File: config.mk
export PLATFORM = sky130hd
export DESIGN_NAME = sortnet_feeder
export DESIGN_NICKNAME = d
export VERILOG_FILES = /design/src/rtl/sortnet_pkg.sv /design/src/rtl/sortnet_lane_reg.sv /design/src/rtl/sortnet_feeder.sv
export SDC_FILE = /design/constraint.sdc
export NUM_CORES = 2
export LEC_CHECK = 0
export ABC_AREA = 1
export CORE_MARGIN = 10
export CORE_UTILIZATION = 45
export CTS_CLUSTER_SIZE = 40
export DETAILED_ROUTE_END_ITERATION = 10
export PLACE_DENSITY = 0.7
export SETUP_SLACK_MARGIN = 0.15
export SYNTH_ARGS = -nofsm -noshare
export SYNTH_HDL_FRONTEND = slang
export SYNTH_SLANG_ARGS = --single-unit
File: constraint.sdc
create_clock -name CLK -period 2.3 [get_ports CLK]
set_input_delay 0.23 -clock CLK [delete_from_list [all_inputs] [get_ports CLK]]
set_output_delay 0.23 -clock CLK [all_outputs]
set_load 0.05 [all_outputs]
File: src/rtl/sortnet_pkg.sv
// Shared definitions for the mergesort network feeder and unpacker:
// lane count, block-count width and the max-key pad record.
package sortnet_pkg;

    // The widest record the pad helper can describe.
    localparam int SORTNET_MAX_DATW = 4096;

    function automatic int sortnet_lanes(input int p_log);
        return 1 << p_log;
    endfunction

    // The count is one bit wider than a lane index so that a full block (N) fits.
    function automatic int sortnet_cnt_width(input int p_log);
        return p_log + 1;
    endfunction

    // Pad record: zero payload with an all-ones key, so pads sort to the top lanes.
    function automatic logic [SORTNET_MAX_DATW-1:0] sortnet_pad(input int datw, input int keyw);
        logic [SORTNET_MAX_DATW-1:0] pad;
        pad = '0;
        for (int i = 0; i < keyw; i++) begin
            if (i < datw) pad[i] = 1'b1;
        end
        return pad;
    endfunction

endpackage

File: src/rtl/sortnet_lane_reg.sv
// One lane of the feeder block: holds the record written to this lane and
// produces the registered output lane, padded when the lane lies beyond the count.
module sortnet_lane_reg
    import sortnet_pkg::*;
#(
    parameter int DATW = 64,
    parameter int KEYW = 32,
    parameter int CNTW = 5,
    parameter int LANE = 0
) (
    input  logic            clk,
    input  logic            rst,
    input  logic            wr,
    input  logic            emit,
    input  logic [DATW-1:0] din,
    input  logic [CNTW-1:0] cnt,
    output logic [DATW-1:0] lane
);

    localparam logic [DATW-1:0] PAD = DATW'(sortnet_pad(DATW, KEYW));

    logic [DATW-1:0] held;

    // A record arriving in the closing cycle bypasses the holding register.
    always_ff @(posedge clk) begin
        if (rst) begin
            held <= '0;
            lane <= '0;
        end else begin
            if (wr) held <= din;
            if (emit) lane <= (CNTW'(LANE) < cnt) ? (wr ? din : held) : PAD;
        end
    end

endmodule

File: src/rtl/sortnet_feeder.sv
// Packs a serial record stream into N-lane blocks for the odd-even mergesort
// network, closing partial blocks on DINLAST/FLUSH and padding with max-key records.
module sortnet_feeder
    import sortnet_pkg::*;
#(
    parameter int P_LOG = 4,
    parameter int DATW  = 64,
    parameter int KEYW  = 32
) (
    input  logic                                CLK,
    input  logic                                RST,
    input  logic [DATW-1:0]                     DIN,
    input  logic                                DINEN,
    input  logic                                DINLAST,
    input  logic                                FLUSH,
    output logic [(DATW<<P_LOG)-1:0]            DOT,
    output logic                                DOTEN,
    output logic [sortnet_cnt_width(P_LOG)-1:0] DOTCNT
);

    localparam int N  = sortnet_lanes(P_LOG);
    localparam int CW = sortnet_cnt_width(P_LOG);

    logic [P_LOG-1:0] lc;
    logic             lc_full;
    logic             close;
    logic [CW-1:0]    next_cnt;

    assign lc_full  = (lc == '1);
    assign close    = (DINEN & (lc_full | DINLAST)) | (FLUSH & ((lc != '0) | DINEN));
    assign next_cnt = CW'(lc) + CW'(DINEN);

    // lc cannot wrap without closing: a record in the top lane always closes the block.
    always_ff @(posedge CLK) begin
        if (RST) begin
            lc     <= '0;
            DOTEN  <= 1'b0;
            DOTCNT <= '0;
        end else begin
            DOTEN <= close;
            if (close) begin
                DOTCNT <= next_cnt;
                lc     <= '0;
            end else if (DINEN) begin
                lc <= lc + P_LOG'(1);
            end
        end
    end

    for (genvar j = 0; j < N; j++) begin : g_lane
        logic wr;
        assign wr = DINEN & (lc == P_LOG'(j));

        sortnet_lane_reg #(
            .DATW (DATW),
            .KEYW (KEYW),
            .CNTW (CW),
            .LANE (j)
        ) u_lane (
            .clk  (CLK),
            .rst  (RST),
            .wr   (wr),
            .emit (close),
            .din  (DIN),
            .cnt  (next_cnt),
            .lane (DOT[DATW*j +: DATW])
        );
    end

endmodule

==> qor.yml <==
outcome: "finished, final reports clean"
die_h_um: 428
ys_ff_latch: 2058
critPathTopFamily: "buffers and inverters"
avgSynthCellArea_um2: 7.37
drc: 0
ant_nets: 0
ir_drop_mv: 0.872
fin_setup_tns_ns: 0
synthArstFlopShare_pct: 0
drive_above_1_share_pct: 10.3
finClkSkew_ns: 0.0445
synth_largest_area_cell: "dfxtp_1"
r2r_start: "lc[0]"
finalPower_mw: 82.8
final-setup-viol-count: 0
crit_slowest_cell: "dlygate4sd2_1"
syn_nets: 10200
fill_cells: 14700
slew_viol_final: 0
crit_start: "g_lane[2].u_lane.lane[52]"
ys_seq_area_share_pct: 55.1
cp-end-kind: "primary output"
cp-start-kind: "flop"
grt_usage_pct: 31.6
cts_tree: "done"
tightest_slew_ns: 0.958
port_buffers: 1098
dp_hpwl_mm: 209
crit_path_max_incr_delay_ns: 0.58
cts.clk_slew.worst_paths_ns: 0.06
yosys.cell_types.count: 29
gp_congestion: 0.937
clkLatencyLatePin_ns: 0.89
dr.pass1.iters: 9
synthCells: 10100
synth-main-ff-cell: "dfxtp_1"
fmax_mhz: 464
critPathArrivalTime_ns: 1.93
synth_area_um2: 74700
rsz0062_at_grt: "true"
dieWidth_um: 428
powerDensity_nw_per_um2: 827
yosysTopAreaCellShare_pct: 55.1
hold_start: "DINEN"
numCtsBuffers: 207
die-area_um2: 183000
place_area_um2: 92700
period_minus_slack_ns: 2.16
max_slew_margin_pct: 36.2
clock_path_buffers: 3
synth-edff-count: 0
crit_required_ns: 2.07
htree_levels: 4
synth_warnings: 0
wl_mm: 311
maxCapViolations: 0
coreArea_um2: 165000
p_leak_nw: 49.1
hold_viol: 0
crit_fanout: 2
io_pins: 1099
cts_root_buf: "clkbuf_16"
syn_to_final_growth_pct: 34.0
period_share_pct: 93.8
grt_max_degree: 169
grt_pass1_vias: 67800
crit_type: "reg2out"
start_util_pct: 45.3
drt_iter0_markers: 7705
via_per_inst: 5.31
synthTopCellsByCount: "nand2_1, dfxtp_1, nor2_1, a21oi_1, inv_1"
avgRoutedWirePerCell_um: 22.6
cts.sinks: 2058
dr_total_vias: 73200
antenna_found_initial: 20
rows: 149
post-synth-top-count-cell: "nand2_1"
path_cells: "dlygate4sd2_1"
ys_top_cells_by_area: "dfxtp_1, nand2_1, nor2_1"
nNetsFinal: 11500
crit_buf_inv: 1
grt_pass1_wl_mm: 436
stdcell_area_um2: 100000
hp-class: "in2reg"
grt.overflow.total: 0
-- layer usage --
| metal | global-route usage (%) | part of all wire [%] | wire, um | up-vias |
|---|---|---|---|---|
| li1 | - | - | - | 33900 |
| met4 | 22.0 | 8.1 | 25300 | 2 |
| met3 | 5.93 | 9.4 | 29300 | 943 |
| met5 | 0 | 0.0035 | 11 | - |
| met2 | 50.6 | 45 | 141000 | 3859 |
| met1 | 38.3 | 37 | 116000 | 34400 |
-- cell families (layout without fill, tap and decap cells) --
kind of cell	after synthesis	after routing	share of synthesized area, %
buffers and inverters	1313	2761	7.14
and+or+nand+nor	5689	5689	29.9
AOI/OAI and AO/OA	1068	1068	7.69
adders and majority gates	6	6	0.100
xor gates and xnor gates	1	1	0.0117
DFF	2058	2058	55.1
other	0	8	0
-- layout by cell type (no fill, tap or decap), types with 5 or more instances in the layout --
master,n
inv_1,540
dlygate4sd3_1,7
inv_6,7
nor2_1,1449
o21ai_0,292
nor3_1,26
dfxtp_1,2054
clkdlybuf4s50_1,61
inv_4,5
inv_2,17
dlygate4sd2_1,903
buf_6,25
a21oi_1,611
nand2_2,12
buf_16,18
clkinvlp_4,9
clkdlybuf4s15_2,35
dlymetal6s2s_1,20
clkbuf_16,240
clkdlybuf4s15_1,45
nor2_4,13
o21a_1,159
diode_2,8
clkinv_2,36
buf_2,6
nor3_2,6
buf_4,469
clkinv_16,5
clkbuf_1,47
nand2_1,3612
clkbuf_8,47
clkinv_8,5
buf_12,189
nand3_1,421
bufinv_16,12
nand4_1,129
nand2_4,14
-- worst paths after layout --
check / cells after the start / slack (ns) / end
worst max-delay path: 1 / 0.14 / DOT[180]
worst min register to register: 2 / 0.45 / g_lane[12].u_lane.lane[12]
worst min-delay path: 4 / 0.20 / lc[0]
worst max register to register: 13 / 0.20 / DOTCNT[2]
-- final cells by class --
| class | count | area (um2) | area share, % |
|---|---|---|---|
| clock buffers | 303 | 6050 | 6.04 |
| repair buffers | 1814 | 18600 | 18.6 |
| repair inverters | 1 | 8.76 | 0.00874 |
| clock inverters | 75 | 917 | 0.916 |
| flip-flops and latches | 2058 | 41200 | 41.1 |
| inverters | 568 | 2160 | 2.16 |
| well taps | 2189 | 2740 | 2.73 |
| multi-input cells | 6764 | 28400 | 28.4 |
| diodes | 8 | 20.0 | 0.0200 |
-- report_power, final --
group,internal [mW],total [mW],switching (mW)
registers,36.8,37.7,0.922
logic,2.81,10.6,7.79
clock network,19.7,34.5,14.9
total,59.3,82.8,23.6
-- metrics by stage --
| step | cells | utilization (%) | setup slack [ns] | hold slack (ns) |
|---|---|---|---|---|
| detailed placement | 13300 | 56.2 | -0.287 | 0.438 |
| finish | 13800 | 60.7 | 0.143 | 0.202 |
| global placement | 13300 | 56.2 | -0.383 | 0.438 |
| CTS | 13700 | 59.8 | 0.0201 | 0.141 |
| global route | 13800 | 60.7 | 0.126 | 0.210 |
| floorplan | 10100 | - | 0.415 | 0.444 |
-- what timing repair did --
item	4_1_cts	5_1_grt
pin swaps	0	8
endpoints found under the hold margin	180	0
resized for setup	1101	100
hold buffers	7	0
setup endpoints to repair	1207	1095
cloned	0	37
buffers inserted	0	27
-- flip-flops by register name, indices dropped and copies added, names as in the netlist --
register            count
DOTEN                   1
g_lane.u_lane.lane   1024
g_lane.u_lane.held   1024
DOTCNT                  5
lc                      4
No activity file was read; power rests on OpenSTA's default activity.
